## config.mk

```make
export PLATFORM = sky130hd
export DESIGN_NAME = serial2mem_flat
export DESIGN_NICKNAME = d
export VERILOG_FILES = /design/src/rtl/uart_pkg.sv /design/src/rtl/serial2mem_if.sv /design/src/rtl/uart_rx.sv /design/src/rtl/serial2mem.sv /design/src/flat_wrapper.sv
export SDC_FILE = /design/constraint.sdc
export NUM_CORES = 1
export LEC_CHECK = 0
export ABC_AREA = 1
export CORE_MARGIN = 2
export CORE_UTILIZATION = 62
export CTS_CLUSTER_SIZE = 20
export DETAILED_ROUTE_END_ITERATION = 6
export GPL_TIMING_DRIVEN = 0
export PLACE_DENSITY = 0.85
export RECOVER_POWER = 100
export SETUP_SLACK_MARGIN = 0.5
export SLEW_MARGIN = 5
export SYNTH_ARGS = -nofsm -noshare
export SYNTH_HDL_FRONTEND = slang
export SYNTH_SLANG_ARGS = --single-unit
export TNS_END_PERCENT = 1
```

## constraint.sdc

```tcl
create_clock -name clock -period 8.2 [get_ports clock]
set_clock_uncertainty 0.15 [all_clocks]
set_input_delay 1.64 -clock clock [delete_from_list [all_inputs] [get_ports clock]]
set_output_delay 1.64 -clock clock [all_outputs]
set_load 0.1 [all_outputs]
```

## src/rtl/uart_pkg.sv

```systemverilog
// Shared UART timing helpers, bit-FSM encodings and word geometry
// for the debug serial link (uart_tx / uart_rx / serial2mem).
package uart_pkg;

  localparam int BYTES_PER_WORD = 6;
  localparam int WORD_W = 8 * BYTES_PER_WORD;

  localparam logic [2:0] ST_IDLE  = 3'd0;
  localparam logic [2:0] ST_START = 3'd1;
  localparam logic [2:0] ST_DATA  = 3'd2;
  localparam logic [2:0] ST_STOP  = 3'd3;
  localparam logic [2:0] ST_WAIT  = 3'd4;

  function automatic int clks_per_bit(
    input int freq,
    input int baud
  );
    return (freq + baud / 2) / baud;
  endfunction

  function automatic int half_bit(input int cpb);
    return cpb / 2;
  endfunction

endpackage

```

## src/rtl/serial2mem_if.sv

```systemverilog
// Ringbuffer write port: word, write strobe and full flag.
// master = serial2mem, slave = ringbuffer.
interface serial2mem_if;
  import uart_pkg::*;

  logic [WORD_W-1:0] write_data;
  logic              write_clock_enable;
  logic              overflow;

  modport master (
    output write_data,
    output write_clock_enable,
    input  overflow
  );

  modport slave (
    input  write_data,
    input  write_clock_enable,
    output overflow
  );

endinterface

```

## src/rtl/uart_rx.sv

```systemverilog
// 8N1 receiver: rx synchronizer, bit FSM, byte/stop-error strobes.
// Strobes are combinational in the stop-sample cycle.
module uart_rx
  import uart_pkg::*;
#(
  parameter int CLKS_PER_BIT = 104
) (
  input  logic       clock,
  input  logic       reset,
  input  logic       rx,
  output logic [7:0] byte_data,
  output logic       byte_valid,
  output logic       stop_error,
  output logic       rx_busy
);

  localparam int HALF = half_bit(CLKS_PER_BIT);
  localparam int CW = $clog2(CLKS_PER_BIT);
  localparam logic [CW-1:0] FULL_LAST = CW'(CLKS_PER_BIT - 1);
  localparam logic [CW-1:0] HALF_LAST = CW'(HALF - 1);

  logic          rx_m;
  logic          rx_s;
  logic          rx_d;
  logic [2:0]    state;
  logic [CW-1:0] cnt;
  logic [2:0]    idx;
  logic [7:0]    shreg;
  logic          fall;
  logic          bit_end;
  logic          half_end;

  assign fall     = rx_d & ~rx_s;
  assign bit_end  = (cnt == FULL_LAST);
  assign half_end = (cnt == HALF_LAST);

  assign byte_data  = shreg;
  assign byte_valid = (state == ST_STOP) && bit_end && rx_s;
  assign stop_error = (state == ST_STOP) && bit_end && !rx_s;
  assign rx_busy    = (state == ST_START) ||
                      (state == ST_DATA)  ||
                      (state == ST_STOP);

  // Sync flops reset high so an idle line is not seen as a start edge
  always_ff @(posedge clock or posedge reset) begin
    if (reset) begin
      rx_m <= 1'b1;
      rx_s <= 1'b1;
      rx_d <= 1'b1;
    end else begin
      rx_m <= rx;
      rx_s <= rx_m;
      rx_d <= rx_s;
    end
  end

  always_ff @(posedge clock or posedge reset) begin
    if (reset) begin
      state <= ST_IDLE;
      cnt   <= '0;
      idx   <= '0;
      shreg <= '0;
    end else begin
      unique case (state)
        ST_IDLE: begin
          if (fall) begin
            state <= ST_START;
            cnt   <= '0;
          end
        end
        ST_START: begin
          if (half_end) begin
            cnt   <= '0;
            idx   <= '0;
            state <= rx_s ? ST_IDLE : ST_DATA;
          end else begin
            cnt <= cnt + 1'b1;
          end
        end
        ST_DATA: begin
          if (bit_end) begin
            cnt   <= '0;
            shreg <= {rx_s, shreg[7:1]};
            idx   <= idx + 1'b1;
            if (idx == 3'd7) state <= ST_STOP;
          end else begin
            cnt <= cnt + 1'b1;
          end
        end
        ST_STOP: begin
          if (bit_end) begin
            cnt   <= '0;
            state <= rx_s ? ST_IDLE : ST_WAIT;
          end else begin
            cnt <= cnt + 1'b1;
          end
        end
        ST_WAIT: begin
          if (rx_s) state <= ST_IDLE;
        end
        default: state <= ST_IDLE;
      endcase
    end
  end

endmodule

```

## src/rtl/serial2mem.sv

```systemverilog
// Debug-link receive path: packs uart_rx bytes into 48-bit words
// and writes them to the ringbuffer, with timeout and overflow drop.
module serial2mem
  import uart_pkg::*;
#(
  parameter int CLOCK_FREQ   = 12000000,
  parameter int BAUD_RATE    = 115200,
  parameter int TIMEOUT_BITS = 20
) (
  input  logic clock,
  input  logic reset,
  input  logic rx,
  serial2mem_if.master bus,
  output logic frame_error,
  output logic word_dropped,
  output logic rx_busy
);

  localparam int CPB = clks_per_bit(CLOCK_FREQ, BAUD_RATE);
  localparam int LIMIT = TIMEOUT_BITS * CPB;
  localparam int TW = $clog2(LIMIT + 1);
  localparam logic [TW-1:0] IDLE_LAST = TW'(LIMIT - 1);
  localparam logic [2:0] LAST_BYTE = 3'(BYTES_PER_WORD - 1);

  logic [7:0]        byte_data;
  logic              byte_valid;
  logic              stop_error;
  logic [2:0]        byte_count;
  logic [WORD_W-1:0] word;
  logic [WORD_W-1:0] next_word;
  logic [TW-1:0]     idle_cnt;
  logic              partial;
  logic              timeout;

  uart_rx #(
    .CLKS_PER_BIT(CPB)
  ) u_rx (
    .clock     (clock),
    .reset     (reset),
    .rx        (rx),
    .byte_data (byte_data),
    .byte_valid(byte_valid),
    .stop_error(stop_error),
    .rx_busy   (rx_busy)
  );

  assign next_word = {word[WORD_W-9:0], byte_data};
  assign partial   = !rx_busy && (byte_count != '0);
  assign timeout   = partial && (idle_cnt == IDLE_LAST);

  // Idle counter only runs between bytes of an unfinished word
  always_ff @(posedge clock or posedge reset) begin
    if (reset) begin
      idle_cnt <= '0;
    end else if (!partial || timeout) begin
      idle_cnt <= '0;
    end else begin
      idle_cnt <= idle_cnt + 1'b1;
    end
  end

  always_ff @(posedge clock or posedge reset) begin
    if (reset) begin
      byte_count             <= '0;
      word                   <= '0;
      bus.write_data         <= '0;
      bus.write_clock_enable <= 1'b0;
      frame_error            <= 1'b0;
      word_dropped           <= 1'b0;
    end else begin
      bus.write_clock_enable <= 1'b0;
      word_dropped           <= 1'b0;
      frame_error            <= stop_error | timeout;
      if (stop_error || timeout) begin
        byte_count <= '0;
      end else if (byte_valid) begin
        word <= next_word;
        if (byte_count == LAST_BYTE) begin
          byte_count <= '0;
          if (bus.overflow) begin
            word_dropped <= 1'b1;
          end else begin
            bus.write_data         <= next_word;
            bus.write_clock_enable <= 1'b1;
          end
        end else begin
          byte_count <= byte_count + 1'b1;
        end
      end
    end
  end

endmodule

```

## src/flat_wrapper.sv

```systemverilog
// flat-port wrapper written by rule: the top's interface ports become plain ports
module serial2mem_flat import uart_pkg::*;
#(
  parameter int CLOCK_FREQ   = 12000000,
  parameter int BAUD_RATE    = 115200,
  parameter int TIMEOUT_BITS = 20
)
  (clock, reset, rx, frame_error, word_dropped, rx_busy, bus_write_data, bus_write_clock_enable, bus_overflow);
  serial2mem_if bus_i ();
  input  logic clock;
  input  logic reset;
  input  logic rx;
  output logic frame_error;
  output logic word_dropped;
  output logic rx_busy;
  output wire logic [$bits(bus_i.write_data)-1:0] bus_write_data;
  output wire logic [$bits(bus_i.write_clock_enable)-1:0] bus_write_clock_enable;
  input wire logic [$bits(bus_i.overflow)-1:0] bus_overflow;
  assign bus_write_data = bus_i.write_data;
  assign bus_write_clock_enable = bus_i.write_clock_enable;
  assign bus_i.overflow = bus_overflow;
  serial2mem #(.CLOCK_FREQ(CLOCK_FREQ), .BAUD_RATE(BAUD_RATE), .TIMEOUT_BITS(TIMEOUT_BITS)) u_core (.clock(clock), .reset(reset), .rx(rx), .bus(bus_i), .frame_error(frame_error), .word_dropped(word_dropped), .rx_busy(rx_busy));
endmodule
```

# Word-level counts from Yosys, hierarchy flattened

Index checks and enable logic that the tools add are counted.

$add $sub $neg: 4
Equality and inequality tests: 15
Multiplexer cells: 28
Bitwise gates (word level): 5
Reductions and logical operators: 24

Operators with widths:

| kind                    | count |
|---|---|
| $mux W3                 | 12 |
| $mux W7                 | 3 |
| $pmux W7 S3             | 1 |
| $pmux W3 S5             | 1 |
| $add A12 B1 Y12 const B | 1 |
| $eq A12 B12 Y1 const B  | 1 |
| $mux W12                | 1 |
| $ne A2 B2 Y1 const B    | 5 |
| $eq A3 B3 Y1 const B    | 3 |
| $mux W1                 | 8 |
| $add A7 B1 Y7 const B   | 1 |
| $eq A7 B6 Y1 const B    | 1 |
| $eq A7 B7 Y1 const B    | 1 |
| $add A3 B1 Y3 const B   | 2 |
| $eq A3 B2 Y1 const B    | 2 |
| $pmux W3 S2             | 1 |
| $reduce_and A2 Y1       | 3 |
| $reduce_and A6 Y1       | 1 |
| $reduce_bool A3 Y1      | 2 |
| $logic_and A1 B1 Y1     | 5 |
| $logic_or A1 B1 Y1      | 4 |
| $reduce_and A4 Y1       | 1 |
| $reduce_bool A2 Y1      | 2 |
| $eq A3 B1 Y1 const B    | 1 |
| other kinds (9)         | 13 |

Register bits after elaboration: 130
Input bits: 4

# Longest topological paths before layout

Gate-level depths: netlist of the first run.

Depth in word-level cells: 9
Gate-level depth with buffers: 11

# Cells and area by module

A second synthesis of the first run with hierarchy kept.

Cells, all modules: 656
Area total of the unflattened synthesis: 5775.5 sq um

By module, submodules not included:

| module     | times used | cells each | area an instance (sq um) | seq. area each (sq um) |
|---|---|---|---|---|
| serial2mem | 1          | 509        | 4534.3                   | 2652.5 |
| uart_rx    | 1          | 147        | 1241.2                   | 604.3 |

# Worst setup path after synthesis of the first run

OpenSTA, ideal clock, no wires.

Kind: register to output
Start point: reg u_core.u_rx.state[1]
End point: out rx_busy
Arrival time: 1.792 ns
Slack: 4.618 ns
Cell stages (with the launch flop): 3
Path buffers: 0
Cells stage by stage: dfrtp_1 > nor2_1 > nor2_1

Longest elaborated chain between the ends: 3

RTL lines:

| what                                                | line                         | source |
|---|---|---|
| start: declaration                                  | uart_rx.sv:25                | `logic [2:0] state;` |
| start signal: assignment                            | uart_rx.sv:75                | `state <= rx_s ? ST_IDLE : ST_DATA;` |
| start signal: assignment                            | uart_rx.sv:93                | `state <= rx_s ? ST_IDLE : ST_WAIT;` |
| $eq A3 B1 Y1 / $eq A3 B2 Y1 (equally long branches) | uart_rx.sv:40, uart_rx.sv:41 |  |
| $logic_or A1 B1 Y1                                  | uart_rx.sv:40                | `assign rx_busy = (state == ST_START) \|\|` |
| $logic_or A1 B1 Y1 *                                | uart_rx.sv:41                | `(state == ST_DATA) \|\|` |
| end: declaration                                    | flat_wrapper.sv:15           | `output logic rx_busy;` |

Every way passes the cells marked *; elsewhere a longest branch is shown, timed or not.

# Final worst setup path of the first run

Same ends and word-level chain as after synthesis.

==> metrics, run 1 <==
diode count 0; PortBufs 55; dpl cells 918; final setup vio count 0; Crit path max-delay family buffers and inverters; setup TNS 0 ns; Synth Area per Inst 8.098 µm²; top-count cell post-synth nand2_1; CTS-repair resized insts 0; Synth area leader dfrtp_1; Final ANT Viol Nets 0; Min-Delay Path Class register to register; max cap viols 1; endpoint class of the critical path output port; final core occ 0.7858; WL/cell 15.14 µm; CTS Buffer Depth 2; P_leak 3.458 nW; Max transition margin -0.9073; Area Growth Syn to Fin 22.91%; Startpoint Class register; Power Density 228.0 nW/µm²; TritonCTS clock tree yes; CP peak stage delay 1.25 ns; Final #Nets 816; post-CTS setup buffer count 0; worst path cell trace nor2_1 -> nor2_1 -> dlygate4sd3_1; top post-synthesis cells by area dfrtp_1 54%, nand2_1 12%, inv_1 11%; largest net degree at the start of global routing 67; peak supply drop 173.1 µV; fmax 227.1 MHz; die span in y 101.8 µm; failing checks capacitance limit, slew limit; Setup WS pre-CTS 4.484 ns; cell count after synthesis 733; CP most frequent cell nor2_1; period utilization 0.5369; CP max FO 6; CORE AREA 9284 µm²; Ys Warns 0; global-route wire length before repair 24030 µm; unrepaired setup endpoints after global routing false; Netlist cell types 24; highest-delay cell along the critical path dlygate4sd3_1; DRC Markers 0; routed vias/inst 5.488; DP HPWL 8712 µm; Final Non-Filler Cells 949; WHS 0.2208 ns; Synth Flop Type dfrtp_1; worst-margin pin slew 2.845 ns; row cnt 35; initial antenna violation count 0; drt first pass iters 6; gr ovfl total 0; CP Class register to output port; CTS HTree Levels 4; number of synthesized flops with an enable pin 0; final hold violations 0; status finished, violations left; clk_lat worst skew 0.54 ns; total CTS buffers 17; worst path bufs/invs 1; share of the synthesized area in the top cell type 0.5354; Worst-path clk slew 0.06 ns; Die W 101.8 µm; clk sink count 130; Routability Congestion 0.8292; IO Count 56; asr flop ratio synth 1.000; Post-Syn Nets 741; final max-slew violation count 65; Initial Util 0.6394; FF+latch count, synth 130; final WL 14370 µm; Seq/Total Area, Yosys 0.5487; min cycle time layout 4.403 ns; Worst Path Required 6.41 ns; DR iter-0 viols 470; vias in the first global route 5088; die area 10370 µm²; # hold bufs at CTS 0; final worst setup slack 3.797 ns; Post-synth top cells 193 x nand2_1, 172 x inv_1, 127 x dfrtp_1; CTS root buffer clkbuf_8; synthesized area 5936 µm²; layout cell share with drive strength beyond 1 0.05610; total number of vias 5208; Total GRT Usage 0.2983; crit path DAT 2.61 ns
==> worst register-to-register path, delay by kind of cell (launching register included) <==
kind,cells,cell delay [ns]
AOI/OAI and AO/OA,1,0.12
adders and majority gates,1,0.28
buffers and inverters,2,0.84
DFF,1,0.38
and+or+nand+nor,5,0.82
==> where the power goes <==
part	total (W)	leakage (nW)	switching, W	internal (W)
clock	0.000842	0.310	0.000289	0.000553
combinational	0.000147	1.60	0.000113	0.0000343
sequential	0.000674	1.55	0.0000177	0.000656
total	0.00166	3.46	0.000419	0.00124
==> cell families after synthesis <==
family / synth area share
XOR/XNOR: 0.007377
buffers and inverters: 0.1372
AO/OA/AOI/OAI: 0.06218
flip-flops: 0.5487
AND/OR/NAND/NOR: 0.2361
adder cells (fa/ha/maj): 0.008432
==> metal layers <==
layer | global-route usage | wire (µm)
met5 | 0 | 0
met4 | 0.1210 | 456
met3 | 0.06019 | 956
met2 | 0.4990 | 7153
met1 | 0.3851 | 5802
==> registers in the layout (all words and copies together), names as in the netlist <==
signal,cells
u_core.idle_cnt,12
u_core.bus.write_data,48
u_core.u_rx.byte_data,8
u_core.u_rx.rx_m,1
u_core.u_rx.state,3
u_core.frame_error,1
u_core.word,40
u_core.bus.write_clock_enable,1
u_core.u_rx.rx_s,1
u_core.u_rx.rx_d,1
u_core.u_rx.idx,3
u_core.byte_count,3
u_core.u_rx.cnt,7
u_core.word_dropped,1
==> through the flow <==
step | area (µm²) | total power (W)
2_1_floorplan | 5936 | 0.0007874
3_3_place_gp | 6648 | 0.0008164
3_5_place_dp | 6680 | 0.0008240
4_1_cts | 7330 | 0.001661
5_1_grt | 7296 | 0.001710
6_report | 7296 | 0.001663
==> cells in the final DEF, fill, tap and decap left out, types with 2 or more instances in the layout <==
cell           Yosys  layout
a21oi_1            4       4
buf_2              9       5
buf_4              5       3
buf_6              3       3
bufinv_16          0       6
clkbuf_1          14      20
clkbuf_16          0      16
clkinv_2           0       3
clkinvlp_4         0       3
dfrtp_1          127     127
dfstp_2            3       2
dlygate4sd3_1      0      55
ha_1               4       4
inv_1            172     171
inv_6              0       2
nand2_1          193     193
nand3_1           27      29
nand4_1           50      50
nor2_1            38      39
nor3_1             5       5
nor3b_1            4       4
o21a_1             2       2
o21ai_0           61      61
xor2_1             5       5
==> final cells by class <==
| cell class | instances | area [µm²] |
|---|---|---|
| buffer | 31 | 156.4 |
| clock buffer | 17 | 414.1 |
| clock inverter | 14 | 235.2 |
| fill | 586 | 1988 |
| inverter | 172 | 646.9 |
| multi-input combinational | 400 | 1847 |
| sequential | 130 | 3257 |
| tap | 129 | 161.4 |
| timing repair buffer | 56 | 578.1 |
==> worst paths after layout <==
kind                                       from                   endpoint  slack, ns  depth (start not counted)
hold reg to reg                u_core.u_rx.rx_m           u_core.u_rx.rx_s       0.22                          0
hold / removal                 u_core.u_rx.rx_m           u_core.u_rx.rx_s       0.22                          0
min in group asynchronous                 reset         u_core.idle_cnt[4]       2.22                          2
setup reg to reg             u_core.u_rx.cnt[0]            u_core.word[10]       5.51                          9
setup / recovery           u_core.u_rx.state[1]                    rx_busy       3.80                          3
max in group asynchronous                 reset  u_core.bus.write_data[26]       4.39                          2
No activity file was read; power rests on OpenSTA's default activity.
==> inputs of run 2 (changes only) <==
- CORE_UTILIZATION: 62 -> 57
- PLACE_DENSITY: 0.85 -> 0.79
- clock period: 8.2 -> 4.2 ns (I/O delays scaled with it)
==> metrics, run 2 (same netlist as run 1, synthesis figures left out) <==
CP max FO 6; Worst Hold Path EP u_core.u_rx.rx_s; vias in the first global route 4838; clk_lat worst skew 0.53 ns; fmax 284.0 MHz; die span in y 106.0 µm; Total GRT Usage 0.2545; initial antenna violation count 0; global-route wire length before repair 22400 µm; DP HPWL 8666 µm; endpoint class of the critical path output port; final max-slew violation count 0; CTS-repair resized insts 0; layout cell share with drive strength beyond 1 0.05225; Reg2Reg Depth 10; Largest regs u_core.bus.write_data (48), u_core.word (40), u_core.idle_cnt (12); status completed; total number of vias 5025; # hold bufs at CTS 0; TritonCTS clock tree yes; IO Count 56; Final ANT Viol Nets 0; unrepaired setup endpoints after global routing false; CTS HTree Levels 4; most flop-heavy register u_core.bus.write_data; FF-to-FF Start u_core.u_rx.cnt[0]; Max transition margin 0.3396; Die W 106.0 µm; max cap viols 0; Worst-path clk slew 0.06 ns; CORE AREA 10230 µm²; post-CTS setup buffer count 0; WL/cell 13.66 µm; dpl cells 927; most frequent cells in the layout 193 x nand2_1, 171 x inv_1, 127 x dfrtp_1, 61 x o21ai_0, 54 x dlygate4sd3_1; Final #Nets 818; final hold violations 0; setup TNS 0 ns; period utilization 0.8385; most common cell after layout, fill and taps aside nand2_1; final setup vio count 0; clk sink count 130; HP Start u_core.u_rx.rx_m; row cnt 37; drt first pass iters 5; worst-margin pin slew 0.9873 ns; CP Class register to output port; die area 11250 µm²; CTS root buffer clkbuf_8; flop-to-flop setup slack 1.49 ns; largest net degree at the start of global routing 41; Worst Path Required 3.21 ns; Routability Congestion 0.8460; Area Growth Syn to Fin 22.05%; DRC Markers 0; total power 0.003073 W; routed vias/inst 5.240; Initial Util 0.5802; Min-Delay Path Class register to register; diode count 0; Startpoint Class register; P_leak 3.434 nW; PortBufs 55; Hold Path Stages 0; FF-to-FF End u_core.bus.write_data[8]; crit path DAT 2.53 ns; final WL 13100 µm; gr ovfl total 0; min cycle time layout 3.522 ns; peak supply drop 260.2 µV; final core occ 0.7081; DR iter-0 viols 331; Power Density 424.1 nW/µm²; Final Non-Filler Cells 959; max reg flops 48; total CTS buffers 17; CTS Buffer Depth 2
## run 2: changes by cell type in the layout (fill, tap and decap cells not counted), sizes merged
| cell | change |
|---|---|
| clkdlybuf4s50 | +1 |
| dlygate4sd3 | -1 |
| bufinv | -3 |
| clkinv | +3 |
| clkbuf | +10 |
| buf | -3 |
| clkinvlp | -2 |
| inv | -2 |
## run 2: worst max-delay path: stages (launching register included)
cell	delay (ns)
dfrtp_1	0.44
nor2_1	0.12
nor2_1	0.21
dlygate4sd3_1	1.24
## run 2: through the flow
stage	hold slack (ns)	cell area, µm²	worst slack [ns]
finish	0.2101	7244	0.6783
floorplan	0.1952	5939	1.418
global placement	0.1963	6660	0.5255
detailed placement	0.1973	6720	1.288
CTS	0.2052	7315	0.7350
global route	0.2137	7244	0.6064
## run 2: worst max-delay path by stage
stage | startpoint | end | slack [ns] | depth (start not counted)
3_3_place_gp | reset | u_core.bus.write_data[13] | 0.53 | 2
3_5_place_dp | u_core.u_rx.state[1] | rx_busy | 1.29 | 3
5_1_grt | u_core.u_rx.state[1] | rx_busy | 0.61 | 3
4_1_cts | u_core.u_rx.state[1] | rx_busy | 0.74 | 3
2_1_floorplan | u_core.u_rx.state[1] | rx_busy | 1.42 | 2
6_report | u_core.u_rx.state[1] | rx_busy | 0.68 | 3
## run 2: power by group
group,total [W],leakage [nW],switching [W],internal [W]
registers,0.00131,1.55,0.0000333,0.00128
clock network,0.00148,0.295,0.000530,0.000947
logic,0.000281,1.59,0.000212,0.0000682
total,0.00307,3.43,0.000776,0.00230
## run 2: area by class of cell
class | count | area [µm²]
Timing Repair Buffer | 58 | 595.6
Clock inverter | 10 | 131.4
Tap cell | 136 | 170.2
Inverter | 172 | 646.9
Buffer | 31 | 133.9
Sequential cell | 130 | 3257
Clock buffer | 22 | 462.9
Fill cell | 774 | 2987
Multi-Input combinational cell | 400 | 1847
## run 2: per-layer routing
| metal | share of wire | up-vias | track usage |
|---|---|---|---|
| met3 | 0.054 | 23 | 0.05395 |
| met2 | 0.50 | 178 | 0.4138 |
| li1 | - | 2400 | - |
| met1 | 0.43 | 2424 | 0.3382 |
| met4 | 0.015 | 0 | 0.09774 |
| met5 | 0 | - | 0 |
